===== config.mk =====
export PLATFORM = sky130hd
export DESIGN_NAME = c432_resp_misr
export DESIGN_NICKNAME = d
export VERILOG_FILES = /design/src/rtl/c432_resp_misr.sv
export SDC_FILE = /design/constraint.sdc
export NUM_CORES = 1
export LEC_CHECK = 0
export BUFFER_PORTS_ARGS = -buffer_cell sky130_fd_sc_hd__buf_2
export CAP_MARGIN = 20
export CORE_AREA = 5 5 118 120
export DETAILED_ROUTE_END_ITERATION = 10
export DIE_AREA = 0 0 123 125
export PLACE_DENSITY = 0.5
export SETUP_SLACK_MARGIN = 0.15
export SLEW_MARGIN = 20
export SYNTH_ARGS = -nofsm -noshare
export SYNTH_HDL_FRONTEND = slang
export SYNTH_SLANG_ARGS = --single-unit
export TNS_END_PERCENT = 20

===== constraint.sdc =====
create_clock -name clk -period 5.7 [get_ports clk]
set_input_delay 0.285 -clock clk [delete_from_list [all_inputs] [get_ports clk]]
set_output_delay 0.285 -clock clk [all_outputs]
set_load 0.1 [all_outputs]

===== src/rtl/c432_resp_misr.sv =====
// Response compactor for the registered c432 harness: waits out the pipeline latency,
// folds N 7-bit responses into a Galois MISR, then compares the result to a golden signature.
module c432_resp_misr #(
  parameter int               SIG_W    = 16,
  parameter logic [SIG_W-1:0] POLY     = 16'h002D,
  parameter logic [SIG_W-1:0] SEED     = 16'h0000,
  parameter int               PIPE_LAT = 2,
  parameter int               CNT_W    = 16
) (
  input  logic             clk,
  input  logic             rst,
  input  logic             start,
  input  logic             abort,
  input  logic [CNT_W-1:0] num_patterns,
  input  logic [SIG_W-1:0] golden,
  input  logic [6:0]       resp,
  output logic             busy,
  output logic             done,
  output logic             pass,
  output logic [SIG_W-1:0] signature,
  output logic [CNT_W-1:0] pat_cnt
);

  typedef enum logic [1:0] {IDLE, FLUSH, COMPACT, DONE} state_t;

  localparam int FL_W    = (PIPE_LAT > 1) ? $clog2(PIPE_LAT) : 1;
  localparam int FL_LAST = (PIPE_LAT > 0) ? PIPE_LAT - 1 : 0;

  state_t           state_q, state_d;
  logic [SIG_W-1:0] sig_d, gold_q, gold_d, misr_next;
  logic [CNT_W-1:0] cnt_d, num_q, num_d, cnt_inc;
  logic [FL_W-1:0]  flush_q, flush_d;
  logic             busy_d, done_d, pass_d;

  assign misr_next = {signature[SIG_W-2:0], 1'b0}
                   ^ (signature[SIG_W-1] ? POLY : '0)
                   ^ SIG_W'(resp);
  assign cnt_inc   = pat_cnt + CNT_W'(1);

  // NOTE: every next-state variable is given its hold value first, so no path
  //       through the case leaves one unassigned and no latch is inferred.
  always_comb begin
    state_d = state_q;
    sig_d   = signature;
    cnt_d   = pat_cnt;
    num_d   = num_q;
    gold_d  = gold_q;
    flush_d = flush_q;
    busy_d  = busy;
    done_d  = done;
    pass_d  = pass;

    unique case (state_q)
      IDLE, DONE: begin
        if (start) begin
          num_d   = num_patterns;
          gold_d  = golden;
          sig_d   = SEED;
          cnt_d   = '0;
          flush_d = '0;
          done_d  = 1'b0;
          pass_d  = 1'b0;
          if (num_patterns == '0) begin
            // Empty run: the seed itself is the final signature.
            state_d = DONE;
            done_d  = 1'b1;
            pass_d  = (SEED == golden);
          end else begin
            state_d = (PIPE_LAT > 0) ? FLUSH : COMPACT;
            busy_d  = 1'b1;
          end
        end
      end

      FLUSH: begin
        if (abort) begin
          state_d = IDLE;
          busy_d  = 1'b0;
          pass_d  = 1'b0;
        end else begin
          flush_d = flush_q + FL_W'(1);
          if (flush_q == FL_W'(FL_LAST)) state_d = COMPACT;
        end
      end

      COMPACT: begin
        if (abort) begin
          // signature and pat_cnt are left as-is for post-mortem inspection.
          state_d = IDLE;
          busy_d  = 1'b0;
          pass_d  = 1'b0;
        end else begin
          sig_d = misr_next;
          cnt_d = cnt_inc;
          if (cnt_inc == num_q) begin
            state_d = DONE;
            busy_d  = 1'b0;
            done_d  = 1'b1;
            pass_d  = (misr_next == gold_q);
          end
        end
      end

      default: state_d = IDLE;
    endcase
  end

  // NOTE: state registers use non-blocking assignments so every flop samples
  //       the pre-edge values regardless of statement order.
  always_ff @(posedge clk) begin
    if (rst) begin
      // NOTE: the latched run parameters are cleared too, so a reset leaves no
      //       stale golden/count from an interrupted run.
      state_q   <= IDLE;
      signature <= SEED;
      pat_cnt   <= '0;
      num_q     <= '0;
      gold_q    <= '0;
      flush_q   <= '0;
      busy      <= 1'b0;
      done      <= 1'b0;
      pass      <= 1'b0;
    end else begin
      state_q   <= state_d;
      signature <= sig_d;
      pat_cnt   <= cnt_d;
      num_q     <= num_d;
      gold_q    <= gold_d;
      flush_q   <= flush_d;
      busy      <= busy_d;
      done      <= done_d;
      pass      <= pass_d;
    end
  end

endmodule


=== Word-level counts from Yosys, hierarchy flattened ===
Index checks and enable logic that the tools add are counted.

* Register bits: 70
* Input bits: 43
* Output and inout port bits: 35
* Logic and storage cells: 71

* $add $sub $neg: 2
* Equal/unequal tests: 13
* Multiplexer cells: 32
* Bitwise logic cells: 2
* Reduce and logical (&&, ||, !) cells: 13

{| class="wikitable"
|+ Operator list
! cell !! count
|-
| 16-bit one-hot mux with 2 select lines || 2
|-
| 16-bit 2-to-1 mux || 3
|-
| 16-bit equality test || 2
|-
| 16-bit zero test || 2
|-
| 16-bit by 1-bit adder with 16-bit output (second input constant) || 1
|-
| 16-bit by 6-bit XOR with 16-bit output || 1
|-
| 16-bit by 7-bit XOR with 16-bit output || 1
|-
| 1-bit 2-to-1 mux || 15
|-
| 2-bit 2-to-1 mux || 6
|-
| 2-bit != test (second input constant) || 6
|-
| 3-bit AND reduction || 4
|-
| 4-bit AND reduction || 2
|-
| 6-bit 2-to-1 mux || 1
|-
| 3-bit != test (second input constant) || 2
|-
| 1-bit one-hot mux with 3 select lines || 2
|-
| 2-bit one-hot mux with 3 select lines || 1
|-
| 2-bit equality test (second input constant) || 2
|-
| 1-bit one-hot mux with 2 select lines || 2
|-
| 2-bit nonzero test || 2
|-
| 2-bit by 1-bit equality test with 1-bit output (second input constant) || 1
|-
| 2-bit zero test || 1
|-
| 2-bit AND reduction || 1
|-
| 2-bit OR reduction || 1
|-
| 1-bit adder (second input constant) || 1
|}

=== Longest topological paths before layout ===
* Depth after elaboration: 7
* Mapped depth: 11

=== Least setup slack after synthesis ===
OpenSTA, ideal clock, no wires.

* Path kind: flip-flop to flip-flop
* Start point: register pat_cnt[0]
* End point: register busy
* Library setup time: 87 ps
* Data arrival time: 2974 ps
* Required time: 5613 ps
* Setup slack: 2639 ps
* Stages on the path, launching flop included: 10
* Clock period less this slack: 3061 ps
* Cells stage by stage: dfxtp_1 -> ha_1 -> nand3_4 -> nor4_4 -> xnor2_1 -> a211oi_1 -> nand4b_1 -> a21o_1 -> a21o_1 -> a221oi_2

* Word-level cells in the longest chain between the ends: 4

{| class="wikitable"
|+ Ends and longest elaborated chain
! what !! line !! text
|-
| start: declaration || 21 || <nowiki>output logic [CNT_W-1:0] pat_cnt</nowiki>
|-
| start signal: assignment || 126 || <nowiki>pat_cnt <= cnt_d;</nowiki>
|-
| 16-bit by 1-bit adder with 16-bit output || 38 || <nowiki>assign cnt_inc = pat_cnt + CNT_W'(1);</nowiki>
|-
| 16-bit equality test || 95 || <nowiki>if (cnt_inc == num_q) begin</nowiki>
|-
| 3-bit != test (no source line) || -- ||
|-
| 4-bit AND reduction (no source line) || -- ||
|-
| end signal: assignment || 130 || <nowiki>busy <= busy_d;</nowiki>
|-
| end: declaration || 17 || <nowiki>output logic busy,</nowiki>
|}

No other way between the ends.
A chain may end at the register's enable or synchronous reset.

=== Worst setup path in the final report ===
* Start point: register state_q[0]
* End point: register pat_cnt[6]

* Word-level cells in the longest chain between the ends: 4
* Elaborated cells between the ends (all ways): 9
* Those cells by class: eq/ne: 4; mux: 1; reduce/logical: 4

{| class="wikitable"
|+ Ends and longest elaborated chain
! what !! line !! text
|-
| start: declaration || 29 || <nowiki>state_t state_q, state_d;</nowiki>
|-
| start signal: assignment || 124 || <nowiki>state_q <= state_d;</nowiki>
|-
| 2-bit equality test / 2-bit zero test (equally long branches) || 53 || <nowiki>unique case (state_q)</nowiki>
|-
| 2-bit OR reduction || 53 ||
|-
| 2-bit != test (no source line) / 2-bit nonzero test (equally long branches) || -- ||
|-
| 3-bit AND reduction (no source line) || -- ||
|}

Parallel ways exist; a longest one is shown, timed or not.

==> summary.md <==
| Metric | Value |
|---|---|
| Status | `completed` |
| Clk_lat worst skew | `0.33 ns` |
| Critical R2R Launch | `state_q[0]$_SDFFE_PP0P_` |
| Largest net degree at the start of global routing | `68` |
| Initial antenna violation count | `0` |
| Post-Syn Area | `3702 um^2` |
| Crit path capture type | `flop` |
| Sum Neg Setup Slack | `0 ns` |
| Critical Path Slowest Stage Cell | `or4_2` |
| Htree depth | `3` |
| Count of flip-flops with a built-in enable after synthesis | `0` |
| Final #Nets | `575` |
| Max-Cap Viols | `0` |
| Post-CTS Hold Fix Bufs | `0` |
| Post-route cell area | `around 4500 um^2` |
| Cell taking the most area after synthesis | `dfxtp_1` |
| Power per cell area | `401.2 nW/um^2` |
| Final Util | `34.76%` |
| Worst Clk Skew | `0.01018 ns` |
| CTS max path bufs | `2` |
| CTS tree | `built` |
| CP startpoint kind | `flop` |
| Starting density of the core | `28.76%` |
| Hold-critical path endpoint | `gold_q[2]$_SDFFE_PP0P_` |
| Total GRT Usage | `14.05%` |
| Iter 0 DRT Violations | `190` |
| Async SR Flop Fraction | `0%` |
| GP Congestion | `0.8447` |
| Ratio of cells with drive above 1 in the final layout | `20.41%` |
| Max stage delay on crit path | `0.86 ns` |
| Synth-to-layout area growth | `20.89%` |
| Setup Buffers After CTS | `0` |
| Leading post-synthesis cells by cell area | `dfxtp_1, nand2_1, xnor2_1` |
| Vias in the first global route | `3342` |
| Fmax | `~360 MHz` |
| Mapped Nets | `513` |
| Peak supply drop | `0.1796 mV` |
| Yosys reg bits | `70` |
| Core area | `12870 um^2` |
| Total CTS buffers | `9` |
| Min-Delay Path Depth | `3` |
| Final Slew Violations | `0` |
| Fin crit share | `48.53%` |
| Antenna cells | `0` |
| Pin slew with the least headroom to its limit | `0.8560 ns` |
| Root Buffer | `clkbuf_16` |
| Wirelength per Cell | `14.97 um` |
| P_int | `between 1 and 1.5 mW` |
| Syn avg cell area | `7.928 um^2` |
| Ys flop type | `dfxtp_1` |
| GRT Residual Overflow | `0` |
| CP Max Fanout | `24` |
| Area of the die | `15380 um^2` |
| DIE WIDTH | `123 um` |
| Final hold violation count | `0` |
| Hpwl dp | `7705 um` |
| Sw frac | `40.56%` |
| Via count | `3441` |
| Warning count from the yosys run | `0` |
| Via density | `4.846` |
| Register area share after synthesis | `~38%` |
| Minimum clock period | `2.766 ns` |
| Yosys cell types | `52` |
| Routed WL | `10630 um` |
| Combinational share of power | `36.2%` |
| Hold Path Class | `input pin to flop` |
| Leakage | `1.839 nW` |
| Reg power frac | `33.7%` |
| Reg2Reg Setup Slack | `between 2 and 3 ns` |
| CP cell instances | `inv_1 > ha_1 > nand2b_1 > nand3_1 > or4_2 > a21oi_1` |
| Setup violations, final | `0` |
| Sw power | `about 0.73 mW` |
| Area after DPL | `4190 um^2` |
| Clock power frac | `a little under a third` |
| Reg2reg path depth | `6` |
| Share of the synthesized area in the top cell type | `37.85%` |
| Min-Delay Startpoint | `golden[2]` |
| Required @ worst endpoint | `just under 6 ns` |
| DRC viols | `0` |
| Clock transition at path regs | `0.06 ns` |
| Worst R2R End | `pat_cnt[6]$_SDFFE_PP0P_` |
| TritonRoute pass-1 iters | `4` |
| Post-CTS Resized | `0` |
| Sink Count | `70` |
| Unrepaired setup endpoints after global routing | `false` |
| Kind of critical path | `flop to flop` |
| Chip height | `125 um` |
| Top Ports | `approximately 80` |
| Post-route ant nets | `0` |
| Slew Limit Headroom | `a little over two fifths` |
| Cells after Synth | `467` |
| Crit path DAT | `3.01 ns` |
| Number of cell rows | `42` |
| Number of port buffers | `77` |
| First-pass GRT wire length | `roughly 17000 um` |
power by group through the flow:
stage	clock network (mW)	logic (mW)	registers, mW
global route	0.579	0.724	0.614
global placement	0	0.653	0.616
CTS	0.554	0.659	0.606
floorplan	0	0.422	0.681
detailed placement	0	0.655	0.617
finish	0.539	0.651	0.606
placed cells by master, fill, tap and decap left out, types with 4 or more instances in the layout:
cell / Yosys / final
dfxtp_1: 70 / 70
o21ai_0: 19 / 19
a21oi_1: 52 / 52
buf_2: 2 / 77
clkbuf_16: 0 / 9
nor2_1: 42 / 42
a22oi_1: 19 / 19
nor4_1: 13 / 13
nor3_1: 6 / 6
xnor2_1: 30 / 30
nand2_1: 91 / 91
buf_4: 0 / 4
nand3_1: 6 / 6
inv_1: 9 / 9
xor2_1: 19 / 19
nand4_1: 9 / 9
or3_1: 4 / 4
synthesized netlist by cell type, types with 2 or more instances:
cell	n
dfxtp_1	70
nor3_1	6
xnor2_1	30
a21o_1	3
ha_1	3
nor4_4	3
a211oi_1	3
nand2_1	91
a22oi_1	19
nor3b_1	2
nand4_1	9
a31oi_1	2
o21ai_0	19
buf_2	2
or4_1	2
or3_1	4
buf_6	3
xor2_1	19
nor2_1	42
nor4_1	13
and2_1	2
nand3_1	6
clkbuf_1	23
a21oi_1	52
mux2i_1	2
and3_1	2
nand2b_1	2
inv_1	9
worst max-delay path: cells and delay by family (launching register included):
kind / cells / cell delay [ns]
AOI/OAI and AO/OA: 1 / 0.16
DFF: 1 / 0.35
adders and majority gates: 1 / 0.42
buffers and inverters: 1 / 0.07
and+or+nand+nor: 3 / 1.68
state kept, by name (all words and copies together) (netlist names):
| signal | count |
|---|---|
| done | 1 |
| pat_cnt | 16 |
| signature | 16 |
| num_q | 16 |
| flush_q | 1 |
| busy | 1 |
| gold_q | 16 |
| pass | 1 |
| state_q | 2 |
per-stage QoR:
| stage | hold WS, ns | worst slack, ns | instances | total power [mW] |
|---|---|---|---|---|
| final | 0.1961 | 2.934 | 710 | 1.796 |
| after global routing | 0.1895 | 2.725 | 710 | 1.917 |
| after CTS | 0.1856 | 2.951 | 710 | 1.819 |
| after detailed placement | 0.4561 | 2.991 | 694 | 1.272 |
| after global placement | 0.4513 | 3.088 | 694 | 1.269 |
| after floorplan | 0.4210 | 2.639 | 467 | 1.102 |
worst max-delay path by stage:
stage	start	cells past startpoint	to
floorplan	pat_cnt[0]$_SDFFE_PP0P_	9	busy$_SDFFE_PP0P_
global placement	state_q[0]$_SDFFE_PP0P_	6	pat_cnt[6]$_SDFFE_PP0P_
detailed placement	state_q[0]$_SDFFE_PP0P_	6	pat_cnt[6]$_SDFFE_PP0P_
CTS	state_q[0]$_SDFFE_PP0P_	6	pat_cnt[6]$_SDFFE_PP0P_
global route	state_q[0]$_SDFFE_PP0P_	6	pat_cnt[6]$_SDFFE_PP0P_
finish	state_q[0]$_SDFFE_PP0P_	6	pat_cnt[6]$_SDFFE_PP0P_
cell type report:
cell class	instances	area (um^2)
clock inverter	5	42.54
inverter	9	33.78
tap	176	220.2
sequential	70	1401
fill	1386	8399
multi-input combinational	358	2120
timing repair buffer	81	415.4
clock buffer	11	242.7
kinds of logic (layout without fill, tap and decap cells):
logic type / Yosys count / in the layout / synth area share, %
xor gates and xnor gates: 49 / 49 / 11.59
DFF: 70 / 70 / 37.85
adders and majority gates: 3 / 3 / 1.014
and+or+nand+nor: 195 / 195 / 26.36
AOI/OAI and AO/OA: 109 / 109 / 17.74
buffers and inverters: 39 / 106 / 4.900
muxes: 2 / 2 / 0.5407
per-layer routing:
layer	GRT usage (%)	vias up	wire length (um)
met5	0	-	0
met4	3.518	0	164
met3	3.478	11	633
met2	22.58	103	4826
met1	18.85	1572	5005
li1	-	1755	-
(Power assumes the default switching activity.)
